**src/rtl/hazard_pkg.sv**
```systemverilog
// Shared types and constants for the EM-stage hazard/forwarding controller.
package hazard_pkg;

  // Controller states: normal operation, or holding the pipe for data memory.
  typedef enum logic [0:0] {
    IDLE     = 1'b0,
    MEM_WAIT = 1'b1
  } state_e;

  // EM operand source selects.
  localparam logic [1:0] FWD_RF   = 2'b00;
  localparam logic [1:0] FWD_WB   = 2'b01;
  localparam logic [1:0] FWD_HIST = 2'b10;

  // Default configuration.
  localparam int unsigned REG_ADDR_W_DEF  = 3;
  localparam int unsigned MEM_TIMEOUT_DEF = 16;
  localparam int unsigned PERF_W_DEF      = 16;

endpackage

```
**src/rtl/fwd_sel.sv**
```systemverilog
// Per-operand forwarding source select: WB result beats the retired-write history.
module fwd_sel
  import hazard_pkg::*;
#(
  parameter int unsigned REG_ADDR_W = REG_ADDR_W_DEF
) (
  input  logic                  wb_regwrite_i,
  input  logic [REG_ADDR_W-1:0] wb_addr_i,
  input  logic                  hist_valid_i,
  input  logic [REG_ADDR_W-1:0] hist_addr_i,
  input  logic [REG_ADDR_W-1:0] em_addr_i,
  output logic [1:0]            sel_o
);

  // Priority compare; register 0 is treated like any other register.
  always_comb begin
    sel_o = FWD_RF;
    if (wb_regwrite_i && (wb_addr_i == em_addr_i)) begin
      sel_o = FWD_WB;
    end else if (hist_valid_i && (hist_addr_i == em_addr_i)) begin
      sel_o = FWD_HIST;
    end
  end

endmodule

```
**src/rtl/em_hazard_ctrl.sv**
```systemverilog
// Hazard and forwarding controller for the 4-stage (IF, ID, EM, WB) pipeline.
// Optional performance counters are built only when HAZ_PERF_EN is defined;
// otherwise stall_cycles_o / bubble_count_o are tied to zero.
module em_hazard_ctrl
  import hazard_pkg::*;
#(
  parameter int unsigned REG_ADDR_W  = REG_ADDR_W_DEF,
  parameter int unsigned MEM_TIMEOUT = MEM_TIMEOUT_DEF,
  parameter int unsigned PERF_W      = PERF_W_DEF
) (
  input  logic                  clk_i,
  input  logic                  rst_i,
  input  logic [REG_ADDR_W-1:0] id_rs_addr_i,
  input  logic [REG_ADDR_W-1:0] id_rt_addr_i,
  input  logic                  id_uses_rs_i,
  input  logic                  id_uses_rt_i,
  input  logic [REG_ADDR_W-1:0] em_rs_addr_i,
  input  logic [REG_ADDR_W-1:0] em_rt_addr_i,
  input  logic [REG_ADDR_W-1:0] em_write_addr_i,
  input  logic                  em_regwrite_i,
  input  logic                  em_memread_i,
  input  logic                  em_memwrite_i,
  input  logic [REG_ADDR_W-1:0] wb_write_addr_i,
  input  logic                  wb_regwrite_i,
  input  logic                  mem_ready_i,
  output logic                  mem_req_o,
  output logic                  freeze_o,
  output logic                  stall_id_o,
  output logic                  bubble_o,
  output logic [1:0]            fwd_rs_sel_o,
  output logic [1:0]            fwd_rt_sel_o,
  output logic                  mem_timeout_o,
  output logic [PERF_W-1:0]     stall_cycles_o,
  output logic [PERF_W-1:0]     bubble_count_o
);

  localparam int unsigned    CNT_W    = $clog2(MEM_TIMEOUT + 1);
  localparam logic [CNT_W-1:0] CNT_LAST = CNT_W'(MEM_TIMEOUT - 1);

  state_e                state_q, state_d;
  logic [CNT_W-1:0]      cnt_q, cnt_d;
  logic                  hist_valid_q, hist_valid_d;
  logic [REG_ADDR_W-1:0] hist_addr_q, hist_addr_d;
  logic                  mem_timeout_q, mem_timeout_d;

  logic                  macc_c, lu_c;
  logic                  req_c, freeze_c, stall_c, bubble_c;
  logic [1:0]            fwd_rs_c, fwd_rt_c;

  // Memory access and load-use hazard detection between ID and EM.
  always_comb begin
    macc_c = em_memread_i | em_memwrite_i;
    lu_c   = em_memread_i & em_regwrite_i &
             ((id_uses_rs_i & (em_write_addr_i == id_rs_addr_i)) |
              (id_uses_rt_i & (em_write_addr_i == id_rt_addr_i)));
  end

  // Next-state and pipeline-control decode; a memory wait outranks load-use.
  always_comb begin
    state_d       = state_q;
    cnt_d         = cnt_q;
    mem_timeout_d = mem_timeout_q;
    req_c         = 1'b0;
    freeze_c      = 1'b0;
    stall_c       = 1'b0;
    bubble_c      = 1'b0;
    case (state_q)
      IDLE: begin
        req_c = macc_c;
        if (macc_c && !mem_ready_i) begin
          freeze_c = 1'b1;
          stall_c  = 1'b1;
          state_d  = MEM_WAIT;
          cnt_d    = CNT_W'(1);
        end else if (lu_c) begin
          stall_c  = 1'b1;
          bubble_c = 1'b1;
        end
      end
      MEM_WAIT: begin
        req_c    = 1'b1;
        freeze_c = 1'b1;
        stall_c  = 1'b1;
        if (mem_ready_i) begin
          freeze_c = 1'b0;
          stall_c  = 1'b0;
          state_d  = IDLE;
          cnt_d    = '0;
        end else if (cnt_q == CNT_LAST) begin
          // Forced release: flag it and let the pipe move on.
          mem_timeout_d = 1'b1;
          freeze_c      = 1'b0;
          stall_c       = 1'b0;
          state_d       = IDLE;
          cnt_d         = '0;
        end else begin
          cnt_d = cnt_q + CNT_W'(1);
        end
      end
      default: begin
        state_d = IDLE;
        cnt_d   = '0;
      end
    endcase
  end

  // One-entry history of the last retired write; held while the pipe is frozen.
  always_comb begin
    hist_valid_d = hist_valid_q;
    hist_addr_d  = hist_addr_q;
    if (!freeze_c) begin
      hist_valid_d = wb_regwrite_i;
      hist_addr_d  = wb_write_addr_i;
    end
  end

  // Controller state registers.
  always_ff @(posedge clk_i or posedge rst_i) begin
    if (rst_i) begin
      state_q       <= IDLE;
      cnt_q         <= '0;
      hist_valid_q  <= 1'b0;
      hist_addr_q   <= '0;
      mem_timeout_q <= 1'b0;
    end else begin
      state_q       <= state_d;
      cnt_q         <= cnt_d;
      hist_valid_q  <= hist_valid_d;
      hist_addr_q   <= hist_addr_d;
      mem_timeout_q <= mem_timeout_d;
    end
  end

  fwd_sel #(.REG_ADDR_W(REG_ADDR_W)) u_fwd_rs (
    .wb_regwrite_i (wb_regwrite_i),
    .wb_addr_i     (wb_write_addr_i),
    .hist_valid_i  (hist_valid_q),
    .hist_addr_i   (hist_addr_q),
    .em_addr_i     (em_rs_addr_i),
    .sel_o         (fwd_rs_c)
  );

  fwd_sel #(.REG_ADDR_W(REG_ADDR_W)) u_fwd_rt (
    .wb_regwrite_i (wb_regwrite_i),
    .wb_addr_i     (wb_write_addr_i),
    .hist_valid_i  (hist_valid_q),
    .hist_addr_i   (hist_addr_q),
    .em_addr_i     (em_rt_addr_i),
    .sel_o         (fwd_rt_c)
  );

  // Combinational outputs are forced low while reset is asserted.
  assign mem_req_o     = req_c    & ~rst_i;
  assign freeze_o      = freeze_c & ~rst_i;
  assign stall_id_o    = stall_c  & ~rst_i;
  assign bubble_o      = bubble_c & ~rst_i;
  assign fwd_rs_sel_o  = rst_i ? FWD_RF : fwd_rs_c;
  assign fwd_rt_sel_o  = rst_i ? FWD_RF : fwd_rt_c;
  assign mem_timeout_o = mem_timeout_q;

`ifdef HAZ_PERF_EN
  logic [PERF_W-1:0] stall_cnt_q, stall_cnt_d;
  logic [PERF_W-1:0] bubble_cnt_q, bubble_cnt_d;

  // Saturating freeze-cycle and bubble counters.
  always_comb begin
    stall_cnt_d  = stall_cnt_q;
    bubble_cnt_d = bubble_cnt_q;
    if (freeze_c && (stall_cnt_q != '1)) begin
      stall_cnt_d = stall_cnt_q + PERF_W'(1);
    end
    if (bubble_c && (bubble_cnt_q != '1)) begin
      bubble_cnt_d = bubble_cnt_q + PERF_W'(1);
    end
  end

  // Performance counter registers.
  always_ff @(posedge clk_i or posedge rst_i) begin
    if (rst_i) begin
      stall_cnt_q  <= '0;
      bubble_cnt_q <= '0;
    end else begin
      stall_cnt_q  <= stall_cnt_d;
      bubble_cnt_q <= bubble_cnt_d;
    end
  end

  assign stall_cycles_o = stall_cnt_q;
  assign bubble_count_o = bubble_cnt_q;
`else
  assign stall_cycles_o = '0;
  assign bubble_count_o = '0;
`endif

endmodule
```
**config.mk**
```make
export PLATFORM = sky130hd
export DESIGN_NAME = em_hazard_ctrl
export DESIGN_NICKNAME = d
export VERILOG_FILES = /design/src/rtl/hazard_pkg.sv /design/src/rtl/fwd_sel.sv /design/src/rtl/em_hazard_ctrl.sv
export SDC_FILE = /design/constraint.sdc
export NUM_CORES = 1
export LEC_CHECK = 0
export CAP_MARGIN = 20
export CORE_MARGIN = 2
export CORE_UTILIZATION = 35
export DETAILED_ROUTE_END_ITERATION = 16
export PLACE_DENSITY = 0.88
export SYNTH_ARGS = -nofsm -noshare
export SYNTH_HDL_FRONTEND = slang
export SYNTH_SLANG_ARGS = --single-unit
```
**constraint.sdc**
```tcl
create_clock -name clk_i -period 1.9 [get_ports clk_i]
set_input_delay 0.38 -clock clk_i [delete_from_list [all_inputs] [get_ports clk_i]]
set_output_delay 0.38 -clock clk_i [all_outputs]
set_load 0.005 [all_outputs]
```
Yosys cells after proc, flatten, opt, wreduce, memory -nomap -nowiden
Cells that the tools add are included.
{"block": "op_classes", "addsub": 1, "eq_ne": 8, "muxes": 20, "bitwise_logic": 13, "reduce_logical": 7}
{"cell": "== test 3 bit", "count": 6}
{"cell": "two-way mux 5 bit", "count": 3}
{"cell": "two-way mux 2 bit", "count": 6}
{"cell": "case mux 5 bit (2 select lines)", "count": 1}
{"cell": "bitwise AND 1 bit", "count": 8}
{"cell": "two-way mux 1 bit", "count": 7}
{"cell": "case mux 1 bit (2 select lines)", "count": 3}
{"cell": "adder 5 x 1 -> 5 bit (second input constant)", "count": 1}
{"cell": "== test 5 x 4 -> 1 bit (second input constant)", "count": 1}
{"cell": "logical AND 1 bit", "count": 5}
{"cell": "inverter 1 bit", "count": 3}
{"cell": "AND reduction 3 bit", "count": 1}
{"cell": "!= test 2 bit (second input constant)", "count": 1}
{"cell": "bitwise OR 1 bit", "count": 2}
{"cell": "zero test 1 bit", "count": 1}
{"block": "totals", "regBits": 11, "inputBits": 27, "output_inout_bits": 41, "wordCells": 54}

Depth between registers and ports, before layout
{"block": "depth", "depth_word": 8, "mapped_depth": 5, "ltp_nobuf": 5}

Modules after synthesis
A second synthesis with hierarchy kept.
{"block": "unflattened", "cells_unflattened": 111, "area_unflattened_um2": 1041.0}
{"module": "em_hazard_ctrl", "n_inst": 1, "cells_per_inst": 93, "area_each_um2": 888.4, "seq_area_each_um2": 275.3}
{"module": "fwd_sel", "n_inst": 2, "cells_per_inst": 9, "area_each_um2": 76.3, "seq_area_each_um2": 0.0}

Worst setup path after synthesis
Ideal clock, no wire load.
{"block": "synth_path", "path_kind": "register to output", "start": "register cnt_q[0]", "end": "output port stall_id_o", "t_arrival_ps": 1350, "t_required_ps": 1520, "setup_slack_ps": 170, "path_stages_with_launch": 6, "n_path_buf": 0, "cell_sequence": "dfrtp_1 > ha_1 > and4b_2 > o22ai_4 > and2_4 > or2_1"}
{"block": "synth_between", "elab_chain_len": 5}
{"element": "start: declaration", "line": "em_hazard_ctrl.sv:41", "source": "logic [CNT_W-1:0] cnt_q, cnt_d;"}
{"element": "start signal: assignment", "line": "em_hazard_ctrl.sv:127", "source": "cnt_q <= cnt_d;"}
{"element": "== test 5 x 4 -> 1 bit", "line": "em_hazard_ctrl.sv:89", "source": "end else if (cnt_q == CNT_LAST) begin"}
{"element": "two-way mux 1 bit", "line": "em_hazard_ctrl.sv:89"}
{"element": "two-way mux 1 bit", "line": "em_hazard_ctrl.sv:84", "source": "if (mem_ready_i) begin"}
{"element": "case mux 1 bit (2 select lines)", "line": "em_hazard_ctrl.sv:67", "source": "case (state_q)"}
{"element": "bitwise AND 1 bit", "line": "em_hazard_ctrl.sv:155", "source": "assign stall_id_o = stall_c & ~rst_i;"}
{"element": "end: declaration", "line": "em_hazard_ctrl.sv:28", "source": "output logic stall_id_o,"}
Every way passes these cells.

Worst setup path after layout
{"block": "layout_path", "start": "register cnt_q[1]", "end": "output port stall_id_o"}
The elaborated chain is that of the path after synthesis.

==> metrics.cfg <==
[outcome]
status = finished with violations
violations = setup timing

[route]
post_drt_wl_per_cell_microns = 11.2
totalWireLength_microns = 2260
drtIter0Drc = 12
routed-via-count = 861
vias_per_cell = 4.28
route.detailed.drc = 0
first_pass_iters = 4
ant_nets = 0

[final_layout]
diodes = 0
layout_common_cells = conb_1 (32), buf_4 (24), dlygate4sd2_1 (20)
area_growth_pct = 48.9
fillers = 270
multi_input_area_sq_um = 677
drive_above_1_share_pct = 35.9
regArea_sq_um = 277
final_nets = 199
final_common_cell = conb_1

[floorplan]
die-area_sq_um = 3300
rows = 19
initial_utilization_pct = 36.6
coreArea_sq_um = 2730
chipHeight_microns = 57.4
die_w_microns = 57.4
boundaryPins = 68

[clock_network]
cts.clk_slew.worst_paths_ns = 0.06
cts.sinks = 11
cts_tree = built
cts_buffer_depth = 2
cts_buffers = 3
cts_root_buf = clkbuf_4
insertion_delay_ns = 0.26
htree_levels = 1
ctsHoldBuffers = 0

[grt]
overflow = 0
grt.total_usage_pct = 12.2
grt_pass1_vias = 802
grt_start_max_net_pins = 12
antenna_found_initial = 0
grt_pass1_wl_microns = 3250

[critical_path]
cp-startpoint = cnt_q[1]
path_max_fanout = 2
rr_worst_depth = 6
worst_setup_path_end_kind = output pin
endpoint = stall_id_o
path_class = register to output pin
r2r_start = cnt_q[1]
cp.depth = 6
max_stage_delay_ns = 0.36
path_cells = ha_2 > and4b_2 > o22ai_4 > and2_4 > or2_1 > buf_2
cpMaxStageDelayCell = dfrtp_1
r2r-end = hist_valid_q
cp_top_family = simple AND/OR/NAND/NOR gates
crit_buf_inv = 1
startpoint_type = register
reg2reg_setup_slack_ns = 0.22
crit_arrival_ns = 1.59
critPathRequiredTime_ns = 1.52

[placed_design]
place_congestion = 0.817
post-dp-hpwl_microns = 1870
numPortBuffers = 35
pre_cts_slack_ns = -1.00

[synthesis]
yosysWarnings = 0
synth.distinct_cells = 31
syn_inst = 108
synthArstFlopShare_pct = 100
ys_seq_area_share_pct = 27.5
synth-main-ff-cell = dfrtp_1
avgSynthCellArea_sq_um = 9.26
ys_seq_elements = 11
synth.cell_area_sq_um = 1000
synth_edf_count = 0

[timing]
setup_viol = 2
max_freq_mhz = 509
fin_ws_ns = -0.0651
final.min_clock_period_ns = 1.97
hold_violations = 0
rsz0062_at_grt = true
slew_violations = 0
fin_setup_tns_ns = -0.0943
finalCritPeriodShare_pct = 103
skew_ns = 0.000255

[worst_hold_path]
min-delay-path-class = input pin to async pin

[job]
drv_cap = 0

[power_and_ir_drop]
leakage_uw = 0.000762
vdd_drop_max_mv = 0.446
power_density_nw_per_um2 = 524

[routing by layer]
metal	routed length, microns	part of all wire [%]	track usage, %	vias to the layer above
li1	-	-	-	426
met5	0	0	0	-
met2	1240	55	23.4	44
met1	762	34	12.8	391
met4	0	0	0.332	0
met3	252	11	5.22	0
[cells by family after synthesis]
logic type	after synthesis	synth area share, %
DFF	11	27.5
and+or+nand+nor	28	16.8
adders and majority gates	1	1.25
buffers and inverters	33	24.4
muxes	4	4.51
other	1	0.375
AOI/OAI and AO/OA	12	9.39
xor gates and xnor gates	18	15.8
[cell usage after synthesis, drive strengths merged (2+ instances only)]
master	count	area share [%]
buf	32	24
xnor2	14	12
dfrtp	11	28
nor2	9	3.4
mux2	4	4.5
nand4	4	2.5
xor2	4	3.5
nor2b	3	1.9
o21ai	3	1.5
and2	2	1.6
and4	2	1.8
nand2	2	0.75
[cell type report]
cell class	instances	share of cell area [%]
sequential	11	18.6
inverter	1	0.252
tap	31	2.61
clock buffer	4	1.76
multi-input combinational	95	45.5
timing repair buffer	59	31.3
[flip-flops by register name, summed over array words and instances (netlist names)]
| register | count |
|---|---|
| hist_valid_q | 1 |
| hist_addr_q | 3 |
| state_q | 1 |
| mem_timeout_o | 1 |
| cnt_q | 5 |
[metrics by stage]
stage	hold slack, ns	instance area (sq um)	instances	total power, uW	util (%)
after CTS	0.393	1450	198	769	52.9
after floorplan	0.241	1120	139	490	-
final	0.394	1490	201	780	54.5
after detailed placement	0.447	1380	188	608	50.4
after global routing	0.420	1490	201	833	54.5
after global placement	0.441	1380	188	597	50.4
[worst min-delay path by stage]
stage,start,cells after the start,endpoint
2_1_floorplan,rst_i,1,cnt_q[0]
3_3_place_gp,mem_timeout_o,1,mem_timeout_o
3_5_place_dp,mem_timeout_o,1,mem_timeout_o
4_1_cts,rst_i,4,cnt_q[0]
5_1_grt,rst_i,4,cnt_q[3]
6_report,rst_i,4,state_q
[worst register-to-register path: cells and delay by family, from the launching register on]
| kind | cells | cell delay, ns |
|---|---|---|
| flip-flops | 1 | 0.38 |
| adder cells (fa/ha/maj) | 1 | 0.19 |
| multiplexers | 1 | 0.33 |
| buffers and inverters | 2 | 0.25 |
| AND/OR/NAND/NOR | 1 | 0.23 |
| AO/OA/AOI/OAI | 1 | 0.18 |
[repair_timing]
action / CTS / global route
resized for setup: 80 / 12
setup buffers: 6 / 3
endpoints found under the setup margin: 8 / 4
hold endpoints to repair: 0 / 0
pin swaps: 19 / 11
gates cloned: 0 / 0
[where the power goes]
part,total [uW],switching (uW),internal (uW)
logic,343,149,194
clock network,149,68.2,81.0
registers,288,21.0,267
No activity file was read; power rests on OpenSTA's default activity.
